===== src/rtl/qupls4_ras_ctrl.sv =====
// Return-address stack predictor with optional pointer/count checkpoints.
// Checkpoint slots exist only when QUPLS4_RAS_CHKPT_EN is defined; otherwise chk_* inputs are ignored.
module qupls4_ras_ctrl #(
  parameter int unsigned DEPTH = 16,
  parameter int unsigned AWID  = 32,
  parameter int unsigned NCHK  = 4
) (
  input  logic                       clk,
  input  logic                       rst,
  input  logic                       en,
  input  logic                       push,
  input  logic [AWID-1:0]            push_addr,
  input  logic                       pop,
  input  logic                       chk_save,
  input  logic                       chk_restore,
  input  logic [$clog2(NCHK)-1:0]    chk_id,
  output logic [AWID-1:0]            ret_addr,
  output logic                       ret_valid,
  output logic [$clog2(DEPTH):0]     count,
  output logic                       overflow
);

  localparam int unsigned PW = $clog2(DEPTH);
  localparam int unsigned CW = PW + 1;

  logic [AWID-1:0] r_mem [DEPTH];
  logic [PW-1:0]   r_tos;
  logic [CW-1:0]   r_count;
  logic [AWID-1:0] r_ret_addr;
  logic            r_ret_valid;
  logic            r_overflow;

  logic [PW-1:0]   w_tos_nxt;
  logic [CW-1:0]   w_cnt_nxt;
  logic            w_wr;
  logic [PW-1:0]   w_wr_idx;
  logic            w_pop_ok;
  logic            w_ovf;
  logic            w_full;
  logic            w_restore;
  logic [PW+CW-1:0] w_slot_val;

  assign w_full = (r_count == CW'(DEPTH));

`ifdef QUPLS4_RAS_CHKPT_EN
  logic [PW+CW-1:0] r_slot [NCHK];

  assign w_restore  = chk_restore;
  assign w_slot_val = r_slot[chk_id];

  // Save captures the post-update pointer/count; a simultaneous restore suppresses the save.
  always_ff @(posedge clk) begin
    if (rst) begin
      for (int unsigned i = 0; i < NCHK; i++) r_slot[i] <= '0;
    end else if (en && chk_save && !chk_restore) begin
      r_slot[chk_id] <= {w_tos_nxt, w_cnt_nxt};
    end
  end
`else
  logic w_unused_chk;

  assign w_restore    = 1'b0;
  assign w_slot_val   = '0;
  assign w_unused_chk = ^{chk_save, chk_restore, chk_id};
`endif

  always_comb begin
    w_tos_nxt = r_tos;
    w_cnt_nxt = r_count;
    w_wr      = 1'b0;
    w_wr_idx  = r_tos;
    w_pop_ok  = 1'b0;
    w_ovf     = 1'b0;
    if (w_restore) begin
      {w_tos_nxt, w_cnt_nxt} = w_slot_val;
    end else begin
      unique case ({push, pop})
        2'b10: begin
          w_tos_nxt = r_tos + 1'b1;
          w_wr      = 1'b1;
          w_wr_idx  = r_tos + 1'b1;
          if (w_full) w_ovf = 1'b1;
          else        w_cnt_nxt = r_count + 1'b1;
        end
        2'b01: begin
          if (r_count != '0) begin
            w_pop_ok  = 1'b1;
            w_tos_nxt = r_tos - 1'b1;
            w_cnt_nxt = r_count - 1'b1;
          end
        end
        2'b11: begin
          // Top is replaced in place; an empty stack just gains its first entry.
          w_wr = 1'b1;
          if (r_count == '0) w_cnt_nxt = CW'(1);
          else               w_pop_ok  = 1'b1;
        end
        default: ;
      endcase
    end
  end

  always_ff @(posedge clk) begin
    if (!rst && en && w_wr) r_mem[w_wr_idx] <= push_addr;
  end

  always_ff @(posedge clk) begin
    if (rst) begin
      r_tos       <= '0;
      r_count     <= '0;
      r_ret_addr  <= '0;
      r_ret_valid <= 1'b0;
      r_overflow  <= 1'b0;
    end else if (en) begin
      r_tos       <= w_tos_nxt;
      r_count     <= w_cnt_nxt;
      r_ret_valid <= w_pop_ok;
      if (w_pop_ok) r_ret_addr <= r_mem[r_tos];
      if (w_ovf)    r_overflow <= 1'b1;
    end
  end

  assign ret_addr  = r_ret_addr;
  assign ret_valid = r_ret_valid;
  assign count     = r_count;
  assign overflow  = r_overflow;

endmodule


===== config.mk =====
export PLATFORM = sky130hd
export DESIGN_NAME = qupls4_ras_ctrl
export DESIGN_NICKNAME = d
export VERILOG_FILES = /design/src/rtl/qupls4_ras_ctrl.sv
export SDC_FILE = /design/constraint.sdc
export NUM_CORES = 1
export LEC_CHECK = 0
export CORE_ASPECT_RATIO = 0.75
export CORE_MARGIN = 2
export CORE_UTILIZATION = 60
export CTS_CLUSTER_SIZE = 8
export DETAILED_ROUTE_END_ITERATION = 8
export PLACE_DENSITY = 0.79
export SLEW_MARGIN = 20
export SYNTH_ARGS = -nofsm -noshare
export SYNTH_HDL_FRONTEND = slang
export SYNTH_SLANG_ARGS = --single-unit

===== constraint.sdc =====
create_clock -name clk -period 8.11 [get_ports clk]
set_clock_uncertainty 0.2 [all_clocks]
set_input_delay 2.0275 -clock clk [delete_from_list [all_inputs] [get_ports clk]]
set_output_delay 2.0275 -clock clk [all_outputs]
set_load 0.02 [all_outputs]

# ---- Word-level counts from Yosys, hierarchy flattened
# Memory sizes are Yosys's and may differ from the RTL's. A register that Yosys moved wholly into a read port is not among the register bits.
# Cells that the tools add are included.
dict set report totals {
  ff_bits 11
  latch_bits 0
  ram_bits 512
  rom_bits 0
  out_inout_bits 39
  wordCells 43
  n_memories 1
}
# memory words word_bits read_ports rd_ports_with_merged_regs wr line
set memory_table {}
lappend memory_table {r_mem 16 32 1 1 1 26} ;# logic [AWID-1:0] r_mem [DEPTH];
dict set report op_classes {
  n_addsub 4
  mul 0
  n_div 0
  magnitude_cmp 0
  eq_ne 7
  n_shift 0
  n_mux 15
  n_bitwise 0
  reduce_logical 12
}
# cell count
set op_table {}
lappend op_table {{$mux 5} 3}
lappend op_table {{$pmux 5 s3} 1}
lappend op_table {{$mux 4} 2}
lappend op_table {{$pmux 4 s2} 1}
lappend op_table {{$mux 1} 7}
lappend op_table {{$ne 2x2->1 const B} 3}
lappend op_table {{$add 5x1->5 const B} 1}
lappend op_table {{$eq 5x5->1 const B} 1}
lappend op_table {{$logic_not 5->1} 1}
lappend op_table {{$reduce_and 5->1} 1}
lappend op_table {{$reduce_bool 5->1} 1}
lappend op_table {{$sub 5x1->5 const B} 1}
lappend op_table {{$add 4x1->4 const B} 1}
lappend op_table {{$eq 2x2->1 const B} 2}
lappend op_table {{$reduce_and 2->1} 2}
lappend op_table {{$sub 4x1->4 const B} 1}
lappend op_table {{$reduce_and 3->1} 1}
lappend op_table {{$reduce_bool 3->1} 1}
lappend op_table {{$eq 2x1->1 const B} 1}
lappend op_table {{$logic_and 1x1->1} 2}
lappend op_table {{$pmux 1 s2} 1}
lappend op_table {{$reduce_bool 2->1} 1}
lappend op_table {{$reduce_or 2->1} 1}
lappend op_table {{$logic_not 1->1} 1}

# ---- Depth between registers and ports, before layout
# Gate-level depths: netlist (run 1).
dict set report depth {
  ltp_word 6
  mapped_depth 10
  depth_no_buf 8
}

# ---- Worst setup path after synthesis (run 1)
# OpenSTA, ideal clock, no wires.
dict set report synth_path {
  path_type {input -> register}
  from {input pop}
  to {memory r_mem[0][0] (enable)}
  arrival_time_ns 4.416
  required_time_ns 7.489
  path_slack_ns 3.073
  path_stages 7
  cell_sequence {buf_2 -> nor2b_1 -> clkbuf_1 -> nand3_1 -> o21ai_0 -> o21ai_0 -> nor2_1}
}
dict set report synth_between {
  elab_chain_len 6
  elab_cells_between_ends 8
  classes_between {eq/ne: 2; mux: 4; reduce/logical: 2}
}
# item line
set synth_rtl {}
lappend synth_rtl {{start, declared} 13} ;# input logic pop,
lappend synth_rtl {{$eq 2x2->1} 77} ;# unique case ({push, pop})
lappend synth_rtl {{$reduce_or 2->1 (no source line)} n/a}
lappend synth_rtl {{$mux 1} 77}
lappend synth_rtl {{$logic_and 1x1->1} 104} ;# if (!rst && en && w_wr) r_mem[w_wr_idx] <= push_addr;
lappend synth_rtl {{$mux 1} 104}
lappend synth_rtl {{$mux 1 (not written as such)} 104}
lappend synth_rtl {{end, declared} 26}
# Parallel ways exist; a longest one is shown, timed or not.

# ---- Final worst setup path (run 1)
dict set report layout_path {
  from {input push}
  to {memory r_mem[2][1] (enable)}
}
dict set report layout_between {
  elab_chain_len 6
  elab_cells_between_ends 8
  classes_between {eq/ne: 2; mux: 4; reduce/logical: 2}
}
# item line
set layout_rtl {}
lappend layout_rtl {{start, declared} 11} ;# input logic push,
lappend layout_rtl {{$eq 2x2->1} 77}
lappend layout_rtl {{$reduce_or 2->1 (no source line)} n/a}
lappend layout_rtl {{$mux 1} 77}
lappend layout_rtl {{$logic_and 1x1->1} 104}
lappend layout_rtl {{$mux 1} 104}
lappend layout_rtl {{$mux 1 (not written as such)} 104}
# Parallel ways exist; a longest one is shown, timed or not.

==> flow_metrics.py, run 1 <==
metrics = {
    "clock_tree": {
        "cts_setup_buffers": 0,
        "cts_root_buffer": "clkbuf_16",
        "insertion_delay_ns": 0.57,
        "htree_levels": 3,
        "cts_resized": 0,
        "cts.clk_slew.worst_paths_ns": 0.05,
        "cts_hold_buf": 0,
        "clock-sinks": 555,
        "cts_made_buffers": 79,
        "cts_tree": "yes",
        "cts_buffer_depth": 3,
    },
    "timing": {
        "slew_violations": 0,
        "fmax_ghz": 0.193,
        "setup_tns_ns": 0,
        "worst_pin_slew_ns": 1.11,
        "worst_slack_ns": 2.94,
        "finalHoldViolations": 0,
        "period_needed_ns": 5.17,
        "hold_slack_ns": 0.255,
        "setup_viol": 0,
        "fin_crit_sh_pct": 63.8,
        "max_slew_margin_pct": 26.0,
        "rsz0062_at_grt": "false",
    },
    "finish": {
        "layout-drive-gt1-share_pct": 15.5,
        "nFillCells": 2129,
        "final_cell_mix": "512 x edfxtp_1, 160 x mux2i_1, 79 x clkbuf_16",
        "seq_area_um2": 16200,
        "final_common_cell": "edfxtp_1",
        "fin_nets": 1334,
        "n_antenna_cell": 0,
        "multi_input_area_um2": 5060,
        "area_growth_syn_to_layout_pct": 16.6,
        "design_area_um2": 25100,
    },
    "synthesis": {
        "synth_top_family_by_area": "multiplexers",
        "yosys.area_share.simple_pct": 3.34,
        "synthesis.area_um2": 21600,
        "ys_async_sr_fraction_pct": 0,
        "ys_seq_elements": 555,
        "synth_compound_area_share_pct": 6.42,
        "synth_area_per_cell_um2": 18.4,
        "synth_cell_types": 52,
        "synthFlopType": "edfxtp_1",
        "synth_xor_area_share_pct": 0.244,
        "syn-num-nets": 1216,
        "synthAdderAreaFrac_pct": 0.232,
        "synthMuxAreaShare_pct": 12.7,
        "synth_edf_count": 512,
        "yosys_warnings": 0,
        "seq_area_frac_synth_pct": 75.3,
        "synthCells": 1171,
    },
    "setup_path": {
        "cp.arrival_ns": 5.23,
        "end_kind": "flip-flop",
        "crit_path_start_kind": "input port",
        "r2r_cells": 8,
        "required_ns": 8.16,
        "path_max_fanout": 18,
        "crit_type": "in2reg",
    },
    "flow_run": {
        "maxCapViolCount": 0,
    },
    "placed_design": {
        "place_congestion": 0.823,
        "post-place-ws_ns": 2.20,
        "portBuffers": 75,
        "post_dp_cell_area_um2": 22900,
        "hpwlAfterDp_um": 26000,
    },
    "pwr": {
        "p_total_mw": 6.52,
        "p_int_mw": 5.15,
        "p_switching_mw": 1.38,
        "switching_share_pct": 21.1,
        "power.density_nw_per_um2": 259,
        "peakVddDrop_mv": 0.174,
        "power_frac_comb_pct": 5.3,
        "p_leak_nw": 7.77,
        "p_seq_share_pct": 48.8,
        "p_clk_share_pct": 45.9,
    },
    "floorplan": {
        "die_x_um": 223,
        "num_rows": 60,
        "start_util_pct": 60.5,
        "die_h_um": 168,
        "core_um2": 35700,
        "num_io_pins": 80,
        "die-area_um2": 37500,
    },
    "min_path": {
        "whs_path_depth": 2,
        "hold_class": "reg2reg",
    },
    "status": {
        "status": "completed",
    },
    "route": {
        "ant_nets": 0,
        "via_count": 11672,
        "wl_per_cell_um": 26.3,
        "drt_iter0_markers": 1385,
        "first_pass_iters": 7,
        "wirelength_um": 47700,
        "via_per_inst": 6.43,
        "drc_errors": 0,
    },
    "grt": {
        "grt_usage_pct": 26.0,
        "grt_pass1_vias": 11887,
        "grt_max_degree": 67,
        "grt_pass1_wl_um": 72200,
        "overflow": 0,
        "grt_antenna_before_repair": 1,
    },
}
-- power groups by stage --
stage / clock [mW] / combinational (mW) / sequential [mW]
4_1_cts: 3.02 / 0.346 / 3.18
3_5_place_dp: 0 / 0.342 / 3.24
2_1_floorplan: 0 / 0.213 / 3.23
6_report: 2.99 / 0.348 / 3.18
3_3_place_gp: 0 / 0.333 / 3.23
5_1_grt: 3.13 / 0.371 / 3.18
-- logic make-up after synthesis --
group / after synthesis
fa+ha+maj: 4
xor+xnor: 6
simple gates: 138
flops: 555
compound gates: 178
buf+inv: 74
mux: 216
-- critical path, stage by stage --
cell             delay [ns]
clkdlybuf4s50_1        0.67
nor2b_1                0.65
nand3_1                0.21
o21ai_0                0.25
o21ai_1                0.28
nor2_4                 0.72
buf_4                  0.40
-- registers in the layout (all words and copies together), names as in the netlist --
signal / count
r_mem: 512
ret_addr: 32
count: 5
r_tos: 4
overflow: 1
ret_valid: 1
-- Yosys cell counts, drive strengths merged, types with 14 or more instances --
| master | instances | area, µm² |
|---|---|---|
| mux4 | 44 | 991 |
| edfxtp | 512 | 15400 |
| dfxtp | 43 | 861 |
| a22o | 25 | 219 |
| nand3b | 23 | 173 |
| a21oi | 14 | 70.1 |
| nand2 | 19 | 71.3 |
| mux2i | 160 | 1600 |
| o22ai | 20 | 125 |
| buf | 44 | 277 |
| nor2 | 46 | 173 |
| a22oi | 57 | 428 |
| clkbuf | 26 | 97.6 |
-- per-layer routing --
| layer | wire, µm | global-route usage, % |
|---|---|---|
| met4 | 1510 | 11.1 |
| met2 | 21900 | 38.7 |
| met1 | 20200 | 37.5 |
| met3 | 4150 | 5.86 |
| met5 | 0 | 0 |
-- stage by stage --
stage | util [%] | cells
4_1_cts | 70.5 | 1814
3_5_place_dp | 64.2 | 1673
5_1_grt | 70.5 | 1814
2_1_floorplan | - | 1171
6_report | 70.5 | 1814
3_3_place_gp | 64.2 | 1673
-- area by class of cell --
type	instances	area share, %
repair buffers	107	3.92
well taps	465	2.31
flip-flops and latches	555	64.6
clock inverters	6	0.294
inverters	4	0.0597
clock buffers	135	8.70
multi-input cells	542	20.1
-- worst paths after layout --
kind	to	slack, ns	from
worst max register to register	r_mem[5][13]	3.66	r_tos[0]
worst min-delay path	ret_addr[1]	0.26	ret_addr[1]
worst min register to register	ret_addr[1]	0.26	ret_addr[1]
worst max-delay path	r_mem[2][1]	2.94	push
No activity file was read; power rests on OpenSTA's default activity.
==> run 2: changes to the inputs <==
==> constraint.sdc (replaced) <==
create_clock -name clk -period 4.8 [get_ports clk]
set_clock_uncertainty 0.2 [all_clocks]
set_input_delay 1.2 -clock clk [delete_from_list [all_inputs] [get_ports clk]]
set_output_delay 1.2 -clock clk [all_outputs]
set_load 0.02 [all_outputs]
==> run 2 against run 1 <==
Routed wire length grew 0.66%; setup slack lost 1.8 ns; largest cell class unchanged; clock power grew 68%; hold slack gained 0.0025 ns; sequential power grew 69%.
==> flow_metrics.py, run 2 (synthesis results as in run 1) <==
metrics = {
    "floorplan": {
        "start_util_pct": 60.5,
        "num_rows": 60,
        "die-area_um2": 37500,
        "die_h_um": 168,
        "die_x_um": 223,
        "core_um2": 35700,
        "num_io_pins": 80,
    },
    "clock_tree": {
        "cts_buffer_depth": 3,
        "cts_root_buffer": "clkbuf_16",
        "htree_levels": 3,
        "cts_setup_buffers": 0,
        "clock-sinks": 555,
        "cts_hold_buf": 0,
        "cts.clk_slew.worst_paths_ns": 0.05,
        "cts_tree": "yes",
        "cts_resized": 0,
        "cts_made_buffers": 79,
        "insertion_delay_ns": 0.59,
    },
    "finish": {
        "largest_reg_flops": 512,
        "layout-drive-gt1-share_pct": 16.5,
        "final_common_cell": "edfxtp_1",
        "stdcell_count": 1829,
        "area_growth_syn_to_layout_pct": 17.7,
        "nFillCells": 2088,
        "final_cell_mix": "512 x edfxtp_1, 160 x mux2i_1, 80 x clkbuf_16",
        "top_register": "r_mem",
        "design_area_um2": 25400,
        "fin_nets": 1352,
    },
    "flow_run": {
        "maxCapViolCount": 0,
    },
    "setup_path": {
        "path_max_fanout": 11,
        "end_kind": "flip-flop",
        "crit_type": "in2reg",
        "required_ns": 4.89,
        "reg2reg_from": "r_tos[1]",
        "cp-startpoint": "push",
        "critical_path.slowest_cell": "clkdlybuf4s50_1",
        "crit_path_start_kind": "input port",
        "cp.arrival_ns": 3.77,
        "cpPeakStageDelay_ns": 0.67,
        "cp_cell_sequence": "clkdlybuf4s50_1, nor2b_1, nand3_1, o21ai_0, a21oi_1, nor2_4, buf_4",
    },
    "placed_design": {
        "placed_cells": 1691,
        "portBuffers": 75,
        "place_congestion": 0.815,
        "post_dp_cell_area_um2": 23100,
        "hpwlAfterDp_um": 26900,
    },
    "route": {
        "wirelength_um": 48100,
        "wl_met1_um": 20200,
        "top_layer": "met4",
        "first_pass_iters": 5,
        "drc_errors": 0,
        "wl_per_cell_um": 26.3,
        "via_per_inst": 6.42,
        "via_count": 11738,
        "dr_wl_met2_um": 22300,
        "wl_met3_um": 4310,
        "ant_nets": 0,
        "drt_iter0_markers": 1564,
    },
    "min_path": {
        "worstHoldStart": "ret_addr[1]",
        "hold_class": "reg2reg",
    },
    "pwr": {
        "power.density_nw_per_um2": 434,
        "peakVddDrop_mv": 0.289,
        "p_total_mw": 11.0,
        "p_leak_nw": 7.88,
    },
    "timing": {
        "max_slew_margin_pct": 27.7,
        "period_needed_ns": 3.69,
        "fin_crit_sh_pct": 76.8,
        "worst_pin_slew_ns": 1.08,
        "finalHoldViolations": 0,
        "fmax_ghz": 0.271,
        "setup_tns_ns": 0,
        "slew_violations": 0,
        "rsz0062_at_grt": "false",
        "setup_viol": 0,
    },
    "grt": {
        "grt_pass1_vias": 11671,
        "overflow": 0,
        "grt_usage_pct": 26.2,
        "grt_max_degree": 56,
        "grt_antenna_before_repair": 1,
        "grt_pass1_wl_um": 72100,
    },
    "status": {
        "status": "completed",
    },
}
[run 2: final timing paths]
kind / slack, ns / cells after the start / end
setup reg to reg: 1.61 / 6 / r_mem[9][23]
setup / recovery: 1.11 / 7 / r_mem[9][23]
hold / removal: 0.26 / 2 / ret_addr[1]
hold reg to reg: 0.26 / 2 / ret_addr[1]
[run 2: per-layer routing]
layer,vias to the layer above,GRT usage (%)
met5,-,0
met4,0,8.99
met3,89,5.45
met2,640,39.9
met1,5951,38.3
li1,5058,-
[run 2: critical path, delay by kind of cell]
kind	cells	cell delay [ns]
buf+inv	2	0.97
simple gates	3	1.05
compound gates	2	0.54
[run 2: area by class of cell]
class                      instances  area [µm²]  share of cell area [%]
sequential                       555       16200                    64.0
tap                              465         582                    2.29
clock inverter                     4        52.6                   0.207
clock buffer                     133        2200                    8.67
inverter                           4        15.0                  0.0592
timing repair buffer             125        1220                    4.81
multi-input combinational        542        5060                    19.9
antenna                            1        2.50                 0.00986
[run 2: power breakdown]
| group | switching, mW | total [mW] | internal, mW |
|---|---|---|---|
| sequential | 0.0402 | 5.37 | 5.33 |
| clock | 1.93 | 5.02 | 3.09 |
| combinational | 0.360 | 0.606 | 0.246 |
| total | 2.33 | 11.0 | 8.67 |
[run 2: per-stage QoR]
stage                     hold slack [ns]  util [%]  setup WS (ns)
after floorplan                     0.335         -          0.591
after global placement              0.243      64.8          0.575
after detailed placement            0.250      64.8          0.567
after CTS                           0.256      71.2           1.15
after global routing                0.305      71.2          0.993
final                               0.258      71.2           1.11
==> run 3: changes to the inputs <==
--- a/config.mk
+++ b/config.mk
@@ -7,10 +7,10 @@
 export LEC_CHECK = 0
 export CORE_ASPECT_RATIO = 0.75
 export CORE_MARGIN = 2
-export CORE_UTILIZATION = 60
+export CORE_UTILIZATION = 55
 export CTS_CLUSTER_SIZE = 8
 export DETAILED_ROUTE_END_ITERATION = 8
-export PLACE_DENSITY = 0.79
+export PLACE_DENSITY = 0.76
 export SLEW_MARGIN = 20
 export SYNTH_ARGS = -nofsm -noshare
 export SYNTH_HDL_FRONTEND = slang
==> constraint.sdc (replaced) <==
create_clock -name clk -period 3.05 [get_ports clk]
set_clock_uncertainty 0.2 [all_clocks]
set_input_delay 0.7625 -clock clk [delete_from_list [all_inputs] [get_ports clk]]
set_output_delay 0.7625 -clock clk [all_outputs]
set_load 0.02 [all_outputs]
==> run 3 against run 2 <==
Hold slack got worse by 0.0055 ns; clock-buffer cell count is 8 higher; first-iteration DRC count down 9.1%; register-to-register slack worse by 1.2 ns; sequential cell count did not move; total power up 59%.
==> flow_metrics.py, run 3 (synthesis results as in run 1) <==
metrics = {
    "grt": {
        "grt_pass1_vias": 12063,
        "grt_antenna_before_repair": 0,
        "grt_pass1_wl_um": 74200,
        "overflow": 0,
        "grt_max_degree": 81,
        "grt_usage_pct": 24.7,
    },
    "clock_tree": {
        "cts_tree": "yes",
        "insertion_delay_ns": 0.60,
        "htree_levels": 3,
        "cts_hold_buf": 0,
        "cts_resized": 0,
        "clock-sinks": 555,
        "cts_made_buffers": 79,
        "cts.clk_slew.worst_paths_ns": 0.05,
        "cts_setup_buffers": 0,
        "cts_root_buffer": "clkbuf_16",
        "cts_buffer_depth": 3,
    },
    "floorplan": {
        "die_x_um": 233,
        "num_io_pins": 80,
        "num_rows": 62,
        "die_h_um": 175,
        "die-area_um2": 40800,
        "start_util_pct": 56.0,
        "core_um2": 38500,
    },
    "setup_path": {
        "required_ns": 2.09,
        "crit_path_start_kind": "flip-flop",
        "cp.arrival_ns": 1.81,
        "path_buf_inv": 1,
        "end_kind": "output port",
        "cp_cell_sequence": "clkdlybuf4s50_1",
        "critical_path.slowest_cell": "clkdlybuf4s50_1",
        "crit_type": "reg2out",
        "ff2ff_setup_slack_ns": 0.43,
        "cpPeakStageDelay_ns": 0.68,
        "crit_family": "buffers and inverters",
        "path_max_fanout": 9,
    },
    "flow_run": {
        "maxCapViolCount": 0,
    },
    "route": {
        "via_count": 11861,
        "ant_nets": 0,
        "wl_per_cell_um": 25.8,
        "drt_iter0_markers": 1422,
        "first_pass_iters": 5,
        "dr_wl_met2_um": 22800,
        "wl_met1_um": 21700,
        "wirelength_um": 49400,
        "top_layer": "met4",
        "wl_met3_um": 3940,
        "drc_errors": 0,
        "via_per_inst": 6.21,
    },
    "timing": {
        "slew_violations": 0,
        "worst_pin_slew_ns": 1.11,
        "fin_crit_sh_pct": 91.1,
        "period_needed_ns": 2.78,
        "fmax_ghz": 0.360,
        "max_slew_margin_pct": 26.1,
        "finalHoldViolations": 0,
        "rsz0062_at_grt": "false",
        "setup_viol": 0,
    },
    "finish": {
        "final_cell_mix": "512 x edfxtp_1, 160 x mux2i_1, 82 x clkbuf_16",
        "final_common_cell": "edfxtp_1",
        "layout-drive-gt1-share_pct": 18.2,
        "top_register": "r_mem",
        "utilization_pct": 67.7,
        "design_area_um2": 26000,
        "n_antenna_cell": 0,
        "largest_reg_flops": 512,
        "fin_nets": 1381,
        "area_growth_syn_to_layout_pct": 20.8,
    },
    "placed_design": {
        "place_congestion": 0.836,
        "portBuffers": 75,
        "hpwlAfterDp_um": 28700,
        "post_dp_cell_area_um2": 23700,
    },
    "pwr": {
        "switching_share_pct": 21.2,
        "p_switching_mw": 3.72,
        "power_frac_comb_pct": 5.8,
        "power.density_nw_per_um2": 673,
        "peakVddDrop_mv": 0.488,
        "p_clk_share_pct": 46.1,
        "p_int_mw": 13.8,
        "p_total_mw": 17.5,
        "p_seq_share_pct": 48.2,
        "p_leak_nw": 8.13,
    },
    "status": {
        "status": "completed",
    },
    "min_path": {
        "hold_class": "reg2reg",
    },
}
run 3: cell count changes in the layout (fill, tap and decap cells not counted), sizes merged:
| cell | delta |
|---|---|
| buf | +29 |
| clkbuf | +8 |
| diode | -1 |
| inv | -1 |
run 3: cell type report:
class	count	area, µm²
fill	2488	12400
sequential	555	16200
clock buffer	141	2270
inverter	4	15.0
clock inverter	3	43.8
timing repair buffer	154	1760
multi-input combinational	542	5060
tap	512	641
run 3: power groups by stage:
stage | combinational [mW] | sequential [mW] | clock [mW]
final | 1.01 | 8.44 | 8.07
after CTS | 1.01 | 8.44 | 8.16
after detailed placement | 1.00 | 8.58 | 0
after global routing | 1.08 | 8.44 | 8.51
after floorplan | 0.571 | 8.59 | 0
after global placement | 0.974 | 8.58 | 0
run 3: worst paths after layout:
kind,startpoint,endpoint,depth (start not counted)
min reg2reg,ret_addr[1],ret_addr[1],2
max reg2reg,r_tos[0],r_mem[3][8],8
min,ret_addr[1],ret_addr[1],2
max,count[4],count[4],1
run 3: metrics by stage:
stage          setup WS (ns)  setup TNS, ns  instances  hold WS, ns
6_report               0.273              0       1911        0.252
3_5_place_dp          -0.128         -28.97       1767        0.248
2_1_floorplan         -0.286         -54.57       1171        0.335
4_1_cts                0.261              0       1911        0.255
3_3_place_gp          -0.129         -31.08       1767        0.245
5_1_grt                0.221              0       1911        0.292
run 3: per-layer routing:
layer  vias up  GRT usage, %
met3        80          5.11
met4         0          6.98
met5         -             0
met1      6095          37.1
met2       558          37.1
li1       5128             -
